## config.mk

```make
export PLATFORM = sky130hd
export DESIGN_NAME = frame_read_scheduler
export DESIGN_NICKNAME = d
export VERILOG_FILES = /design/src/rtl/frame_read_scheduler.sv
export SDC_FILE = /design/constraint.sdc
export NUM_CORES = 1
export LEC_CHECK = 0
export ABC_AREA = 0
export BUFFER_PORTS_ARGS = -buffer_cell sky130_fd_sc_hd__buf_2
export CORE_AREA = 2 2 456 458
export CTS_CLUSTER_DIAMETER = 150
export CTS_CLUSTER_SIZE = 8
export DETAILED_ROUTE_END_ITERATION = 16
export DIE_AREA = 0 0 458 460
export GPL_TIMING_DRIVEN = 0
export SYNTH_ARGS = -nofsm -noshare
export SYNTH_HDL_FRONTEND = slang
export SYNTH_SLANG_ARGS = --single-unit
```

## constraint.sdc

```tcl
create_clock -name m_axi_aclk -period 9.4 [get_ports m_axi_aclk]
set_input_delay 0.94 -clock m_axi_aclk [delete_from_list [all_inputs] [get_ports m_axi_aclk]]
set_output_delay 0.94 -clock m_axi_aclk [all_outputs]
set_load 0.01 [all_outputs]
```

## src/rtl/frame_read_scheduler.sv

```systemverilog
// Triple-buffer frame scheduler: rotates capture buffers between writer, latest and
// locked roles, then streams the locked frame out of DRAM as credit-gated bursts.
module frame_read_scheduler #(
    parameter int                    ADDR_WIDTH   = 39,
    parameter int                    DATA_WIDTH   = 512,
    parameter logic [ADDR_WIDTH-1:0] FRAME_BASE   = 39'h400000000,
    parameter logic [ADDR_WIDTH-1:0] FRAME_STRIDE = 39'h000400000,
    parameter int                    FRAME_BEATS  = 20480,
    parameter int                    BURST_BEATS  = 64,
    parameter int                    CREDIT_W     = 10
) (
    input  logic                  m_axi_aclk,
    input  logic                  m_axi_aresetn,
    input  logic                  frame_wr_done,
    output logic [ADDR_WIDTH-1:0] wr_base_addr,
    input  logic                  rd_start,
    output logic                  rd_busy,
    output logic                  rd_done,
    output logic [ADDR_WIDTH-1:0] rd_base_addr,
    output logic [15:0]           frame_drop_cnt,
    input  logic [CREDIT_W-1:0]   fifo_free,
    output logic [ADDR_WIDTH-1:0] dram_read_addr,
    output logic [7:0]            dram_read_len,
    output logic                  dram_read_en,
    input  logic                  dram_read_busy,
    input  logic [DATA_WIDTH-1:0] dram_read_data,
    input  logic                  dram_read_data_valid,
    output logic [DATA_WIDTH-1:0] out_data,
    output logic                  out_valid
);

    localparam int CNT_W      = $clog2(FRAME_BEATS + 1);
    localparam int MAX_AB     = (CNT_W > CREDIT_W) ? CNT_W : CREDIT_W;
    localparam int CMP_W      = ((MAX_AB > 9) ? MAX_AB : 9) + 1;
    localparam int BEAT_BYTES = DATA_WIDTH / 8;

    localparam logic [2:0] S_IDLE       = 3'd0;
    localparam logic [2:0] S_WAIT_FRAME = 3'd1;
    localparam logic [2:0] S_ISSUE      = 3'd2;
    localparam logic [2:0] S_WAIT_BURST = 3'd3;
    localparam logic [2:0] S_DRAIN      = 3'd4;

    logic [2:0]       state;
    logic [1:0]       wr_idx;
    logic [1:0]       lat_idx;
    logic [1:0]       lock_idx;
    logic             lat_valid;
    logic [CNT_W-1:0] issued;
    logic [CNT_W-1:0] inflight;
    logic [CNT_W-1:0] received;
    logic             burst_hold;

    logic             lock_now;
    logic [1:0]       lock_next;
    logic [1:0]       lat_next;
    logic [1:0]       wr_next;
    logic [CMP_W-1:0] beats_left;
    logic [CMP_W-1:0] burst_n;
    logic [CMP_W-1:0] credit_need;
    logic             issue_fire;
    logic             beat_count;

    function automatic logic [ADDR_WIDTH-1:0] base_of(input logic [1:0] idx);
        return FRAME_BASE + ADDR_WIDTH'(idx) * FRAME_STRIDE;
    endfunction

    // The three indices stay a permutation after every done, so the writer's
    // next buffer is simply whichever of {0,1,2} the other two roles leave free.
    always_comb begin
        lock_now  = lat_valid && (((state == S_IDLE) && rd_start) || (state == S_WAIT_FRAME));
        lock_next = lock_now ? lat_idx : lock_idx;
        lat_next  = frame_wr_done ? wr_idx : lat_idx;
        wr_next   = frame_wr_done ? (2'd3 - lat_next - lock_next) : wr_idx;
    end

    always_comb begin
        beats_left  = CMP_W'(FRAME_BEATS) - CMP_W'(issued);
        burst_n     = (beats_left < CMP_W'(BURST_BEATS)) ? beats_left : CMP_W'(BURST_BEATS);
        credit_need = burst_n + CMP_W'(inflight);
        issue_fire  = (state == S_ISSUE) && !dram_read_busy &&
                      (CMP_W'(fifo_free) >= credit_need) &&
                      (issued < CNT_W'(FRAME_BEATS));
        beat_count  = dram_read_data_valid && (state != S_IDLE) && !lock_now;
    end

    assign rd_busy = (state != S_IDLE);

    always_ff @(posedge m_axi_aclk or negedge m_axi_aresetn) begin
        if (!m_axi_aresetn) begin
            wr_idx         <= 2'd0;
            lat_idx        <= 2'd1;
            lock_idx       <= 2'd2;
            lat_valid      <= 1'b0;
            frame_drop_cnt <= 16'd0;
            wr_base_addr   <= FRAME_BASE;
            rd_base_addr   <= '0;
        end else begin
            wr_idx   <= wr_next;
            lat_idx  <= lat_next;
            lock_idx <= lock_next;
            if (frame_wr_done) begin
                lat_valid    <= 1'b1;
                wr_base_addr <= base_of(wr_next);
            end else if (lock_now) begin
                lat_valid <= 1'b0;
            end
            // A done that coincides with a lock replaces nothing unread.
            if (frame_wr_done && lat_valid && !lock_now && (frame_drop_cnt != 16'hFFFF)) begin
                frame_drop_cnt <= frame_drop_cnt + 16'd1;
            end
            if (lock_now) begin
                rd_base_addr <= base_of(lat_idx);
            end
        end
    end

    always_ff @(posedge m_axi_aclk or negedge m_axi_aresetn) begin
        if (!m_axi_aresetn) begin
            state          <= S_IDLE;
            burst_hold     <= 1'b0;
            dram_read_en   <= 1'b0;
            dram_read_addr <= '0;
            dram_read_len  <= 8'd0;
            rd_done        <= 1'b0;
        end else begin
            dram_read_en <= 1'b0;
            rd_done      <= 1'b0;
            case (state)
                S_IDLE: begin
                    if (rd_start) begin
                        state <= lat_valid ? S_ISSUE : S_WAIT_FRAME;
                    end
                end
                S_WAIT_FRAME: begin
                    if (lat_valid) begin
                        state <= S_ISSUE;
                    end
                end
                S_ISSUE: begin
                    if (issue_fire) begin
                        dram_read_en   <= 1'b1;
                        dram_read_addr <= rd_base_addr +
                                          ADDR_WIDTH'(issued) * ADDR_WIDTH'(BEAT_BYTES);
                        dram_read_len  <= 8'(burst_n - CMP_W'(1));
                        burst_hold     <= 1'b1;
                        state          <= S_WAIT_BURST;
                    end
                end
                S_WAIT_BURST: begin
                    // One dead cycle gives the controller time to raise its busy flag.
                    if (burst_hold) begin
                        burst_hold <= 1'b0;
                    end else if (!dram_read_busy) begin
                        state <= (issued < CNT_W'(FRAME_BEATS)) ? S_ISSUE : S_DRAIN;
                    end
                end
                S_DRAIN: begin
                    if (received == CNT_W'(FRAME_BEATS)) begin
                        rd_done <= 1'b1;
                        state   <= S_IDLE;
                    end
                end
                default: state <= S_IDLE;
            endcase
        end
    end

    always_ff @(posedge m_axi_aclk or negedge m_axi_aresetn) begin
        if (!m_axi_aresetn) begin
            issued   <= '0;
            inflight <= '0;
            received <= '0;
        end else if (lock_now) begin
            issued   <= '0;
            inflight <= '0;
            received <= '0;
        end else begin
            if (issue_fire) begin
                issued <= issued + CNT_W'(burst_n);
            end
            if (issue_fire && beat_count) begin
                inflight <= inflight + CNT_W'(burst_n) - CNT_W'(1);
            end else if (issue_fire) begin
                inflight <= inflight + CNT_W'(burst_n);
            end else if (beat_count && (inflight != '0)) begin
                inflight <= inflight - CNT_W'(1);
            end
            if (beat_count && (received != CNT_W'(FRAME_BEATS))) begin
                received <= received + CNT_W'(1);
            end
        end
    end

    always_ff @(posedge m_axi_aclk or negedge m_axi_aresetn) begin
        if (!m_axi_aresetn) begin
            out_data  <= '0;
            out_valid <= 1'b0;
        end else begin
            out_data  <= dram_read_data;
            out_valid <= dram_read_data_valid;
        end
    end

endmodule

```

======== Word level (Yosys, flattened, before mapping) ========
Index checks and enable logic that the tools add are counted.
storage, ports and cells
  register bits after elaboration ......... 712
  latch bits .............................. 0
  RAM bits ................................ 0
  memory bits (read-only) ................. 0
  output and inout port bits .............. 657
  memories kept ........................... 0
cells by class
  $add $sub $neg .......................... 14
  multipliers ............................. 0
  div/mod/pow operators ................... 0
  $lt $le $gt $ge ......................... 3
  equal/unequal tests ..................... 13
  shifts and indexed selects .............. 0
  mux-type cells .......................... 29
  bitwise gates (word level) .............. 0
  reduce and logical (&&, ||, !) cells .... 27
operators by type and width
  operator                                                               number
  15-bit two-way mux                                                     8
  35-bit by 24-bit adder with 36-bit output, first input constant        2
  39-bit by 21-bit adder with 39-bit output                              1
  15-bit adder                                                           2
  15-bit by 1-bit subtractor with 15-bit output, second input constant   2
  3-bit two-way mux                                                      7
  16-bit by 1-bit adder with 16-bit output, second input constant        1
  16-bit by 15-bit adder with 16-bit output                              1
  10-bit by 16-bit greater-or-equal comparator with 1-bit output         1
  16-bit by 7-bit < comparator with 1-bit output, second input constant  1
  16-bit two-way mux                                                     1
  16-bit != test, second input constant                                  1
  15-bit by 15-bit subtractor with 16-bit output, first input constant   1
  15-bit by 1-bit adder with 15-bit output, second input constant        1
  15-bit equality test, second input constant                            1
  15-bit < comparator, second input constant                             1
  15-bit != test, second input constant                                  1
  3-bit one-hot mux with 5 select lines                                  1
  15-bit nonzero test                                                    1
  1-bit logical AND                                                      13
  2-bit != test, second input constant                                   6
  2-bit two-way mux                                                      4
  2-bit nonzero test                                                     4
  8-bit by 1-bit subtractor with 8-bit output, second input constant     1
  other kinds (14)                                                       23

======== Depth between registers and ports, before layout ========
Gate-level depths: netlist (run 1).
  depth in word-level cells ............... 11
  gate-level depth with buffers ........... 30

======== Worst setup path before layout (run 1) ========
No wires, ideal clock.
  path kind ............................... register to register
  start point ............................. register issued[9]
  end point ............................... register issued[6]
  arrival time ............................ 6.318 ns
  data required time ...................... 9.334 ns
  setup slack ............................. 3.016 ns
  stages on the path, launching flop included .. 31
  path buffers ............................ 6
  clock period less this slack ............ 6.384 ns
  cell sequence ........................... dfrtp_1 buf_6 or3_4 nor3_2 a41oi_1 or3_1 buf_2 nor3_1 inv_1 clkbuf_1 nor2_1 ha_1 inv_1 fa_1 nand2b_1 a21boi_0 o21a_1 or2_2 clkbuf_1 a41oi_1 o31ai_1 xnor2_1 ha_1 or3_1 a31o_2 o21ai_1 or4_4 buf_6 buf_2 nand3_1 nand2_1
between the ends
  cells in the longest elaborated chain, start to end .. 8
  elaborated cells on any way between the ends .. 12
  classes of those cells .................. add/sub: 3; order compare: 3; mux: 3; reduce/logical: 3
RTL lines
  what                                                            line  RTL
  start, declared                                                 48    logic [CNT_W-1:0] issued;
  start signal, assigned                                          179   issued <= issued + CNT_W'(burst_n);
  15-bit by 15-bit subtractor with 16-bit output                  77    beats_left = CMP_W'(FRAME_BEATS) - CMP_W'(issued);
  16-bit by 7-bit < comparator with 1-bit output                  78    burst_n = (beats_left < CMP_W'(BURST_BEATS)) ? beats_left : CMP_W'(BURST_BEATS);
  16-bit two-way mux                                              78
  16-bit by 15-bit adder with 16-bit output                       79    credit_need = burst_n + CMP_W'(inflight);
  10-bit by 16-bit greater-or-equal comparator with 1-bit output  81    (CMP_W'(fifo_free) >= credit_need) &&
  1-bit logical AND                                               80    issue_fire = (state == S_ISSUE) && !dram_read_busy &&
  1-bit logical AND                                               81
  2-bit nonzero test (no line)                                    n/a
Several ways; a longest one is shown, not always the timed one. The select of a mux whose other input is x is not followed.
A chain may end at the register's enable or synchronous reset.

======== Worst setup path after layout (run 1) ========
  start point ............................. register issued[6]
  end point ............................... register inflight[14]
between the ends
  cells in the longest elaborated chain, start to end .. 10
  elaborated cells on any way between the ends .. 15
  classes of those cells .................. add/sub: 4; order compare: 3; mux: 4; reduce/logical: 4
RTL lines
  what                                                            line      RTL
  15-bit by 15-bit subtractor with 16-bit output                  77
  16-bit by 7-bit < comparator with 1-bit output                  78
  16-bit two-way mux                                              78
  16-bit by 15-bit adder with 16-bit output                       79
  10-bit by 16-bit greater-or-equal comparator with 1-bit output  81
  1-bit logical AND                                               80
  1-bit logical AND                                               81
  15-bit two-way mux / 1-bit logical AND (equally long branches)  183, 181
  15-bit two-way mux                                              181       if (issue_fire && beat_count) begin
  15-bit two-way mux                                              173       end else if (lock_now) begin
  end signal, assigned                                            182       inflight <= inflight + CNT_W'(burst_n) - CNT_W'(1);
  end signal, assigned                                            184       inflight <= inflight + CNT_W'(burst_n);
  end signal, assigned                                            186       inflight <= inflight - CNT_W'(1);
  end, declared                                                   49        logic [CNT_W-1:0] inflight;
Several ways; a longest one is shown, not always the timed one.

==> results of run 1 <==
-- final cells by class --
type	instances	area, um2
Fill cell	23100	173000
Inverter	29	109
Sequential cell	618	15500
Tap cell	2704	3380
Timing Repair Buffer	1095	5630
Multi-Input combinational cell	760	4640
Clock buffer	97	2260
Buffer	131	880
Antenna cell	31	77.6
Clock inverter	9	248
-- layer usage --
layer / routed length (um) / up-vias / global-route usage, %
met5: 430 / - / 0
met3: 14800 / 480 / 6.13
li1: - / 7225 / -
met2: 101000 / 1108 / 33.2
met4: 8110 / 68 / 5.79
met1: 50000 / 8531 / 13.5
-- what timing repair did --
action | 4_1_cts | 5_1_grt
hold endpoints to repair | 0 | 0
setup buffers | 0 | 0
gates resized for setup | 0 | 3
setup endpoints to repair | 0 | 46
-- logic make-up (layout without fill, tap and decap cells) --
kind of cell,count (synthesis),after routing,share of synthesized area [%]
AOI/OAI and AO/OA,178,178,5.82
xor gates and xnor gates,64,64,2.74
adders and majority gates,36,36,2.25
buffers and inverters,160,1361,4.77
DFF,618,618,74.7
muxes,12,12,0.616
other,2,135,0.0363
and+or+nand+nor,366,366,9.08
-- metrics by stage --
| step | setup TNS, ns | hold WS (ns) |
|---|---|---|
| after global placement | -3867.66 | 0.450 |
| after floorplan | 0 | 0.446 |
| after detailed placement | 0 | 0.458 |
| after global routing | 0 | 0.143 |
| after CTS | 0 | 0.0980 |
| final | 0 | 0.139 |
-- power by group --
group          switching, mW  internal (mW)  leakage [nW]
sequential             0.193           2.90          7.34
clock                   1.30           1.75          1.20
combinational          0.971          0.581          7.07
total                   2.46           5.23          15.6
-- state kept, by name (all words and copies together), names as in the netlist, 2 cells and up --
name	flops
lock_idx	2
issued	15
wr_idx	2
state	3
lat_idx	2
rd_base_addr	3
wr_base_addr	2
dram_read_len	8
dram_read_addr	18
inflight	15
frame_drop_cnt	16
out_data	512
received	15
-- placed cells by master (no fill, tap or decap), types with 25 or more instances in the layout --
| cell type | synthesis | layout |
|---|---|---|
| conb_1 | 2 | 104 |
| xor2_1 | 25 | 25 |
| buf_2 | 9 | 1097 |
| dfrtp_1 | 616 | 616 |
| nor2_1 | 69 | 69 |
| buf_4 | 96 | 96 |
| clkbuf_16 | 0 | 89 |
| nand3_1 | 34 | 34 |
| inv_1 | 29 | 29 |
| clkbuf_1 | 24 | 31 |
| a21oi_1 | 31 | 31 |
| xnor2_1 | 38 | 38 |
| nand2_1 | 113 | 113 |
| diode_2 | 0 | 31 |
| o21ai_0 | 35 | 35 |
| ha_1 | 34 | 34 |
-- worst min path at each step --
stage                              end  depth (start not counted)          startpoint
finish                   out_data[146]                          1       m_axi_aresetn
detailed placement  dram_read_addr[13]                          2  dram_read_addr[13]
CTS                      out_data[146]                          1       m_axi_aresetn
floorplan                  lock_idx[0]                          2         lock_idx[0]
global route             out_data[146]                          1       m_axi_aresetn
global placement    dram_read_addr[23]                          2  dram_read_addr[23]
==> metrics.cfg, run 1 <==
[placement]
placed_area_um2=30100
place_congestion=0.950
dpl.cell_count=5337
port_buffers=1089
dp_hpwl_um=156000
post-place-ws_ns=0.454

[clocking]
clk_pin_slew_worst_paths_ns=0.06
cts_made_buffers=88
ctsHtreeMaxLevel=3
cts-root-buf=clkbuf_16
cts_buffer_depth=3
cts_sinks=618
cts_tree=done
hold_buffers=0
clock_latency_ns=0.71

[critical_path]
reg2reg_slack_ns=0.68
required_ns=10.03
worst-path-buf-inv=5
path_max_fanout=10
cp_slowest_cell=nor4_2
critPathCapture=inflight[14]
crit_start=issued[6]
endpoint_kind=flop
crit_arrival_ns=9.36
cp_slowest_stage_delay_ns=0.86
r2r_start=issued[6]
cp.depth=27
critPathKind=flop to flop
cp-start-kind=flop
r2r_cells=27
critical_path.top_delay_family=simple AND/OR/NAND/NOR gates
timing.rr.end=inflight[14]

[yosys]
ys_seq_area_share_pct=74.7
synth_top_area_cell=dfrtp_1
synth_edf_count=0
synthTopCellsByArea=dfrtp_1, buf_4, ha_1
yosys.cell_types.count=79
netlist_area_um2=20700
synth_most_common_cell=dfrtp_1
post_synth.cell_area_avg_um2=14.4
synth_commonest_cells=dfrtp_1, nand2_1, buf_4
ys_ff_latch=618
yosysWarnings=0
synthFlopType=dfrtp_1
postSynthCellCount=1436
ys_async_sr_fraction_pct=100
synth.top_cell.area_share_pct=74.4

[route]
dr.pass1.iters=5
drtIter0Drc=915
vias_per_cell=3.18
routedWlPerCell_um=31.9
route.detailed.drc=0
drt_wl_total_um=175000
vias=17400
ant_nets=0

[global_route]
grt_util_all_layers_pct=16.1
grt_pass1_vias=17400
grt_start_max_net_pins=113
antenna_found_initial=184
grt_pass1_wl_um=210000
grt_overflow=0

[sta]
hold_viol_final=0
period_share_pct=92.8
tightest_slew_ns=1.13
relSlewSlack_pct=24.1
drv_slew=0
fmax_ghz=0.115
clock_skew_ns=0.0362
rsz0062_at_grt=no
finalCriticalPeriod_ns=8.72
finalSetupViolations=0
setup_slack_ns=0.676

[die]
start_util_pct=10.1
die_x_um=458
dieArea_um2=211000
core_um2=206000
io_pins=1185
die_height_um=460
fp-row-count=167

[finish]
final_nets=3287
syn_to_final_growth_pct=57.9
layoutNonFillerInstCount=5474
drive_above_1_share_pct=48.9
post-route-util_pct=15.9
fin_area_um2=32700

[hold_path]
hp-class=input pin to asynchronous set/reset pin

[job]
max-cap-violations=0

[power]
fin_total_pwr_mw=7.69
pwr_density_cell_nw_per_um2=235
ir_drop_v=0.000158
leakage_nw=15.6

[status]
status=finished clean

(Power assumes the default switching activity.)
==> run 2, diff against run 1 <==
--- a/config.mk
+++ b/config.mk
@@ -5,7 +5,7 @@
 export SDC_FILE = /design/constraint.sdc
 export NUM_CORES = 1
 export LEC_CHECK = 0
-export ABC_AREA = 0
+export ABC_AREA = 1
 export BUFFER_PORTS_ARGS = -buffer_cell sky130_fd_sc_hd__buf_2
 export CORE_AREA = 2 2 456 458
 export CTS_CLUSTER_DIAMETER = 150
@@ -13,6 +13,7 @@
 export DETAILED_ROUTE_END_ITERATION = 16
 export DIE_AREA = 0 0 458 460
 export GPL_TIMING_DRIVEN = 0
+export RECOVER_POWER = 100
 export SYNTH_ARGS = -nofsm -noshare
 export SYNTH_HDL_FRONTEND = slang
 export SYNTH_SLANG_ARGS = --single-unit
==> run 2 against run 1 <==
The run now ends with capacitance limit, slew limit left. First-iteration DRC count decreased by 7.8%. Sequential share of layout area rose by 0.72 points. Die area did not move. Global-route usage is 2.6 points higher. Combinational power decreased by 8%. Final cell count grew 4.4%. Synthesized area up 2.0%. Critical path depth increased by 8. Flip-flop and latch count unchanged. Total power fell by 3.3%. Critical endpoint is now inflight[9].
==> metrics.cfg, run 2 <==
[status]
status=complete, but fails checks
violations=capacitance limit, slew limit

[finish]
largest_register_ffs=512
final_common_cell=clkbuf_1
reg_top3=out_data: 512 flops, dram_read_addr: 18 flops, frame_drop_cnt: 16 flops
final_nets=3523
top_register=out_data
syn_to_final_growth_pct=52.5
fin_area_um2=32200
post-route-util_pct=15.6
final_cell_mix=clkbuf_1, dfrtp_1, buf_2
drive_above_1_share_pct=23.8

[route]
ant_nets=0
vias=18300
drtIter0Drc=844
dr.pass1.iters=5
drt_wl_total_um=203000
routedWlPerCell_um=35.5
vias_per_cell=3.20
route.detailed.drc=0

[yosys]
ys_ff_latch=618
netlist_area_um2=21100
ys_seq_area_share_pct=73.2
synth_most_common_cell=dfrtp_1
ys_async_sr_fraction_pct=100
synth.top_cell.area_share_pct=73.0
yosys.cell_types.count=49
synth_top_area_cell=dfrtp_1
synth_commonest_cells=dfrtp_1, nand2_1, inv_1
post_synth.cell_area_avg_um2=12.7
synth_edf_count=0
synthFlopType=dfrtp_1
yosysWarnings=0
synthTopCellsByArea=dfrtp_1, nand2_1, buf_4
postSynthCellCount=1669

[sta]
hold_viol_final=0
finalSetupViolations=0
setup_tns_ns=0
tightest_slew_ns=6.18
drv_slew=98
rsz0062_at_grt=no
period_share_pct=80.7
relSlewSlack_pct=-312
fmax_ghz=0.132
finalCriticalPeriod_ns=7.59
clock_skew_ns=0.0722

[critical_path]
endpoint_kind=flop
cp_slowest_cell=clkbuf_1
path_max_fanout=10
critPathKind=flop to flop
cp_slowest_stage_delay_ns=0.74
cp-start-kind=flop
required_ns=10.01
crit_arrival_ns=8.20
cpMostUsedCell=nand2_1

[clocking]
hold_buffers=1
cts_sinks=618
cts_made_buffers=89
cts_buffer_depth=3
clk_pin_slew_worst_paths_ns=0.06
cts_tree=done
ctsHtreeMaxLevel=3
post_cts_buffers=0
cts_resized=0
clock_latency_ns=0.73
cts-root-buf=clkbuf_16

[hold_path]
hp-class=input pin to flop

[global_route]
antenna_found_initial=245
grt_pass1_wl_um=239000
grt_start_max_net_pins=112
grt_overflow=0
grt_util_all_layers_pct=18.7
grt_pass1_vias=18100

[power]
ir_drop_v=0.000140
pwr_density_cell_nw_per_um2=231
leakage_nw=14.7
fin_total_pwr_mw=7.44

[die]
dieArea_um2=211000
io_pins=1185
die_height_um=460
start_util_pct=10.3
fp-row-count=167
core_um2=206000
die_x_um=458

[placement]
port_buffers=1090
dp_hpwl_um=184000
placed_area_um2=30500
place_congestion=1.08

[job]
max-cap-violations=1

-- run 2: cell types whose count changed after synthesis, sizes merged, moves of 12 or more --
| cell | before | now |
|---|---|---|
| o22ai | 2 | 14 |
| nor2 | 70 | 120 |
| nand2b | 20 | 0 |
| xor2 | 25 | 44 |
| or3 | 18 | 1 |
| o21ai | 43 | 58 |
| xnor2 | 39 | 11 |
| a21o | 16 | 2 |
| clkbuf | 24 | 5 |
| nand2 | 114 | 300 |
| inv | 29 | 143 |
| nand3 | 34 | 98 |
-- run 2: worst paths after layout --
path	startpoint	endpoint	slack, ns	cells past startpoint
max	issued[1]	inflight[9]	1.81	35
min in group asynchronous	m_axi_aresetn	inflight[4]	0.85	2
min	dram_read_data[168]	out_data[168]	0.30	1
max in group asynchronous	m_axi_aresetn	lat_valid	2.24	3
min reg2reg	dram_read_len[5]	dram_read_len[5]	0.48	1
max reg2reg	issued[1]	inflight[9]	1.81	35
-- run 2: logic make-up after synthesis --
group           count (synthesis)  share of synthesized area [%]
compound gates                129                           3.45
xor+xnor                       55                           2.32
fa+ha+maj                      36                           2.20
buf+inv                       256                           6.42
flops                         618                           73.2
mux                             2                          0.101
other cells                     2                         0.0356
simple gates                  571                           12.2
-- run 2: metal layers --
layer	part of all wire (%)	global-route usage (%)	vias up
met5	0.27	0	-
met1	25	14.0	8707
li1	-	-	7702
met2	60	41.0	1180
met4	5.9	6.85	92
met3	8.1	6.45	635
-- run 2: area by class of cell --
class                   count  area [um2]
repair buffers           1097        4800
plain buffers             113         798
clock buffers              97        2270
flip-flops and latches    618       15500
multi-input cells         897        4640
fillers                 23500      174000
diodes                     37        92.6
well taps                2704        3380
inverters                 143         537
clock inverters            10         206
-- run 2: where the power goes --
part / leakage [nW] / internal [mW] / switching, mW / total (mW)
sequential: 7.37 / 2.86 / 0.127 / 2.99
clock: 1.20 / 1.71 / 1.32 / 3.03
combinational: 6.10 / 0.419 / 1.01 / 1.42
-- run 2: through the flow --
stage	hold WS [ns]	std cells	setup slack [ns]
detailed placement	0.465	5571	2.50
floorplan	0.444	1771	4.50
global placement	0.462	5565	-6.87
global route	0.208	5707	1.06
finish	0.295	5716	1.81
CTS	0.189	5679	2.44
-- run 2: critical path, delay by kind of cell (launching register included) --
kind,cells,cell delay (ns)
buf+inv,6,1.95
flops,1,0.41
xor+xnor,1,0.41
simple gates,20,2.55
fa+ha+maj,4,1.29
compound gates,4,0.86
==> run 3, diff against run 2 <==
--- a/config.mk
+++ b/config.mk
@@ -5,13 +5,13 @@
 export SDC_FILE = /design/constraint.sdc
 export NUM_CORES = 1
 export LEC_CHECK = 0
-export ABC_AREA = 1
+export ABC_AREA = 0
 export BUFFER_PORTS_ARGS = -buffer_cell sky130_fd_sc_hd__buf_2
-export CORE_AREA = 2 2 456 458
+export CORE_AREA = 2 2 458 460
 export CTS_CLUSTER_DIAMETER = 150
 export CTS_CLUSTER_SIZE = 8
 export DETAILED_ROUTE_END_ITERATION = 16
-export DIE_AREA = 0 0 458 460
+export DIE_AREA = 0 0 460 462
 export GPL_TIMING_DRIVEN = 0
 export RECOVER_POWER = 100
 export SYNTH_ARGS = -nofsm -noshare
==> constraint.sdc (replaced) <==
create_clock -name m_axi_aclk -period 7 [get_ports m_axi_aclk]
set_input_delay 0.7 -clock m_axi_aclk [delete_from_list [all_inputs] [get_ports m_axi_aclk]]
set_output_delay 0.7 -clock m_axi_aclk [all_outputs]
set_load 0.01 [all_outputs]
==> run 3 against run 2 <==
The flow still finishes with violations (capacitance limit, slew limit). Via count shrank 0.90%. Combinational power grew 46%. Total power is 39% higher. Design area up 1.9%. Register-to-register slack got worse by 1.4 ns. Highest routed layer unchanged.
==> metrics.cfg, run 3 (synthesized netlist as in run 1, its figures left out) <==
[power]
p_int_mw=6.98
power_frac_seq_pct=40.1
leakage_nw=13.9
fin_total_pwr_mw=10.4
p_clk_share_pct=40.0
ir_drop_v=0.000208
p_comb_share_pct=19.9
pwr_density_cell_nw_per_um2=316
p_switching_mw=3.39
p_sw_share_pct=32.7

[sta]
drv_slew=190
setup_tns_ns=0
finalSetupViolations=0
fmax_ghz=0.151
clock_skew_ns=0.0239
setup_slack_ns=0.367
rsz0062_at_grt=no
hold_viol_final=0
tightest_slew_ns=4.37
period_share_pct=94.8
finalCriticalPeriod_ns=6.63
relSlewSlack_pct=-191

[die]
io_pins=1185
start_util_pct=9.95
die_height_um=462
die_x_um=460
fp-row-count=168
dieArea_um2=213000
core_um2=208000

[placement]
place_congestion=0.916
post-place-ws_ns=-1.39
dpl.cell_count=5353
port_buffers=1089
dp_hpwl_um=161000

[critical_path]
required_ns=7.61
cp_slowest_stage_delay_ns=0.42
critPathKind=flop to flop
critical_path.top_delay_family=simple AND/OR/NAND/NOR gates
cp-start-kind=flop
worst-path-buf-inv=6
endpoint_kind=flop
crit_arrival_ns=7.24
path_max_fanout=10
cp_slowest_cell=or3_4

[route]
drt_wl_total_um=183000
routedWlPerCell_um=32.1
drtIter0Drc=1229
route.detailed.drc=0
ant_nets=0
vias=18200
vias_per_cell=3.18
dr.pass1.iters=6

[status]
status=complete, but fails checks
violations=capacitance limit, slew limit

[finish]
drive_above_1_share_pct=24.4
reg_top3=out_data: 512 flops, dram_read_addr: 18 flops, frame_drop_cnt: 16 flops
layoutNonFillerInstCount=5712
post-route-util_pct=15.8
final_common_cell=clkbuf_1
final_nets=3346
syn_to_final_growth_pct=58.4
largest_register_ffs=512
top_register=out_data
fillCellCount=23500
final_cell_mix=clkbuf_1, dfrtp_1, buf_2

[clocking]
cts_made_buffers=89
clock_latency_ns=0.72
cts_tree=done
ctsHtreeMaxLevel=3
cts-root-buf=clkbuf_16
cts_sinks=618
clk_pin_slew_worst_paths_ns=0.07
cts_buffer_depth=3

[hold_path]
hp-class=input pin to flop

[global_route]
grt_pass1_wl_um=217000
grt_start_max_net_pins=114
antenna_found_initial=184
grt_overflow=0
grt_pass1_vias=17500
grt_util_all_layers_pct=16.6

[job]
max-cap-violations=2

run 3: changes by cell type in the layout (fill, tap and decap cells not counted), moves of 18 or more:
cell,change
buf_2,-35
clkbuf_1,+45
diode_2,+151
dlygate4sd3_1,+50
inv_1,-105
nand2_1,-176
nand2b_1,+20
nand3_1,-54
nor2_1,-38
xnor2_1,+26
xor2_1,-18
run 3: layout make-up:
class / count / area [um2] / area share (%)
inverter: 29 / 113 / 0.343
buffer: 129 / 883 / 2.69
clock inverter: 11 / 209 / 0.637
clock buffer: 102 / 2290 / 6.97
timing repair buffer: 1155 / 5240 / 16.0
multi-input combinational: 760 / 4720 / 14.4
tap: 2720 / 3400 / 10.4
sequential: 618 / 15500 / 47.2
antenna: 188 / 470 / 1.43
run 3: final timing paths:
kind                                      from                  to  slack, ns  cells past startpoint
min                        dram_read_data[256]       out_data[256]       0.08                      1
max in group asynchronous        m_axi_aresetn       out_data[446]       1.34                      3
min reg2reg                 dram_read_addr[34]  dram_read_addr[34]       0.47                      2
max reg2reg                          issued[8]          issued[12]       0.37                     28
min in group asynchronous        m_axi_aresetn           out_valid       2.09                      2
max                                  issued[8]          issued[12]       0.37                     28
run 3: what timing repair did:
| item | in CTS | in global routing |
|---|---|---|
| pin swaps | 3 | 3 |
| setup buffers | 5 | 4 |
| endpoints found under the setup margin | 59 | 58 |
| gates resized for setup | 13 | 11 |
| gates cloned | 0 | 0 |
| endpoints found under the hold margin | 122 | 0 |
| hold buffers | 51 | 0 |
run 3: stage by stage:
| step | hold slack, ns | area (um2) |
|---|---|---|
| 2_1_floorplan | 0.404 | 21100 |
| 3_3_place_gp | 0.452 | 29900 |
| 4_1_cts | 0.000195 | 33200 |
| 6_report | 0.0799 | 32800 |
| 3_5_place_dp | 0.451 | 30100 |
| 5_1_grt | 0.0307 | 32500 |
run 3: power by group through the flow:
stage	clock (mW)	sequential [mW]	combinational [mW]
4_1_cts	4.33	4.14	2.14
6_report	4.15	4.15	2.07
3_3_place_gp	0	4.20	2.03
5_1_grt	4.45	4.19	2.26
3_5_place_dp	0	4.19	2.06
2_1_floorplan	0	4.24	0.982
run 3: routing by layer:
metal	GRT usage, %	routed length, um	vias up	part of all wire [%]
li1	-	-	7537	-
met1	19.0	68800	8939	38
met2	23.8	75900	1174	41
met3	11.8	30500	400	17
met4	5.28	7340	102	4.0
met5	2.53	678	-	0.37
run 3: worst register-to-register path, delay by kind of cell, from the launching register on:
family / cells / cell delay (ns)
XOR/XNOR: 1 / 0.14
adder cells (fa/ha/maj): 3 / 0.88
AND/OR/NAND/NOR: 9 / 2.33
buffers and inverters: 6 / 1.01
multiplexers: 1 / 0.33
flip-flops: 1 / 0.36
AO/OA/AOI/OAI: 8 / 1.49
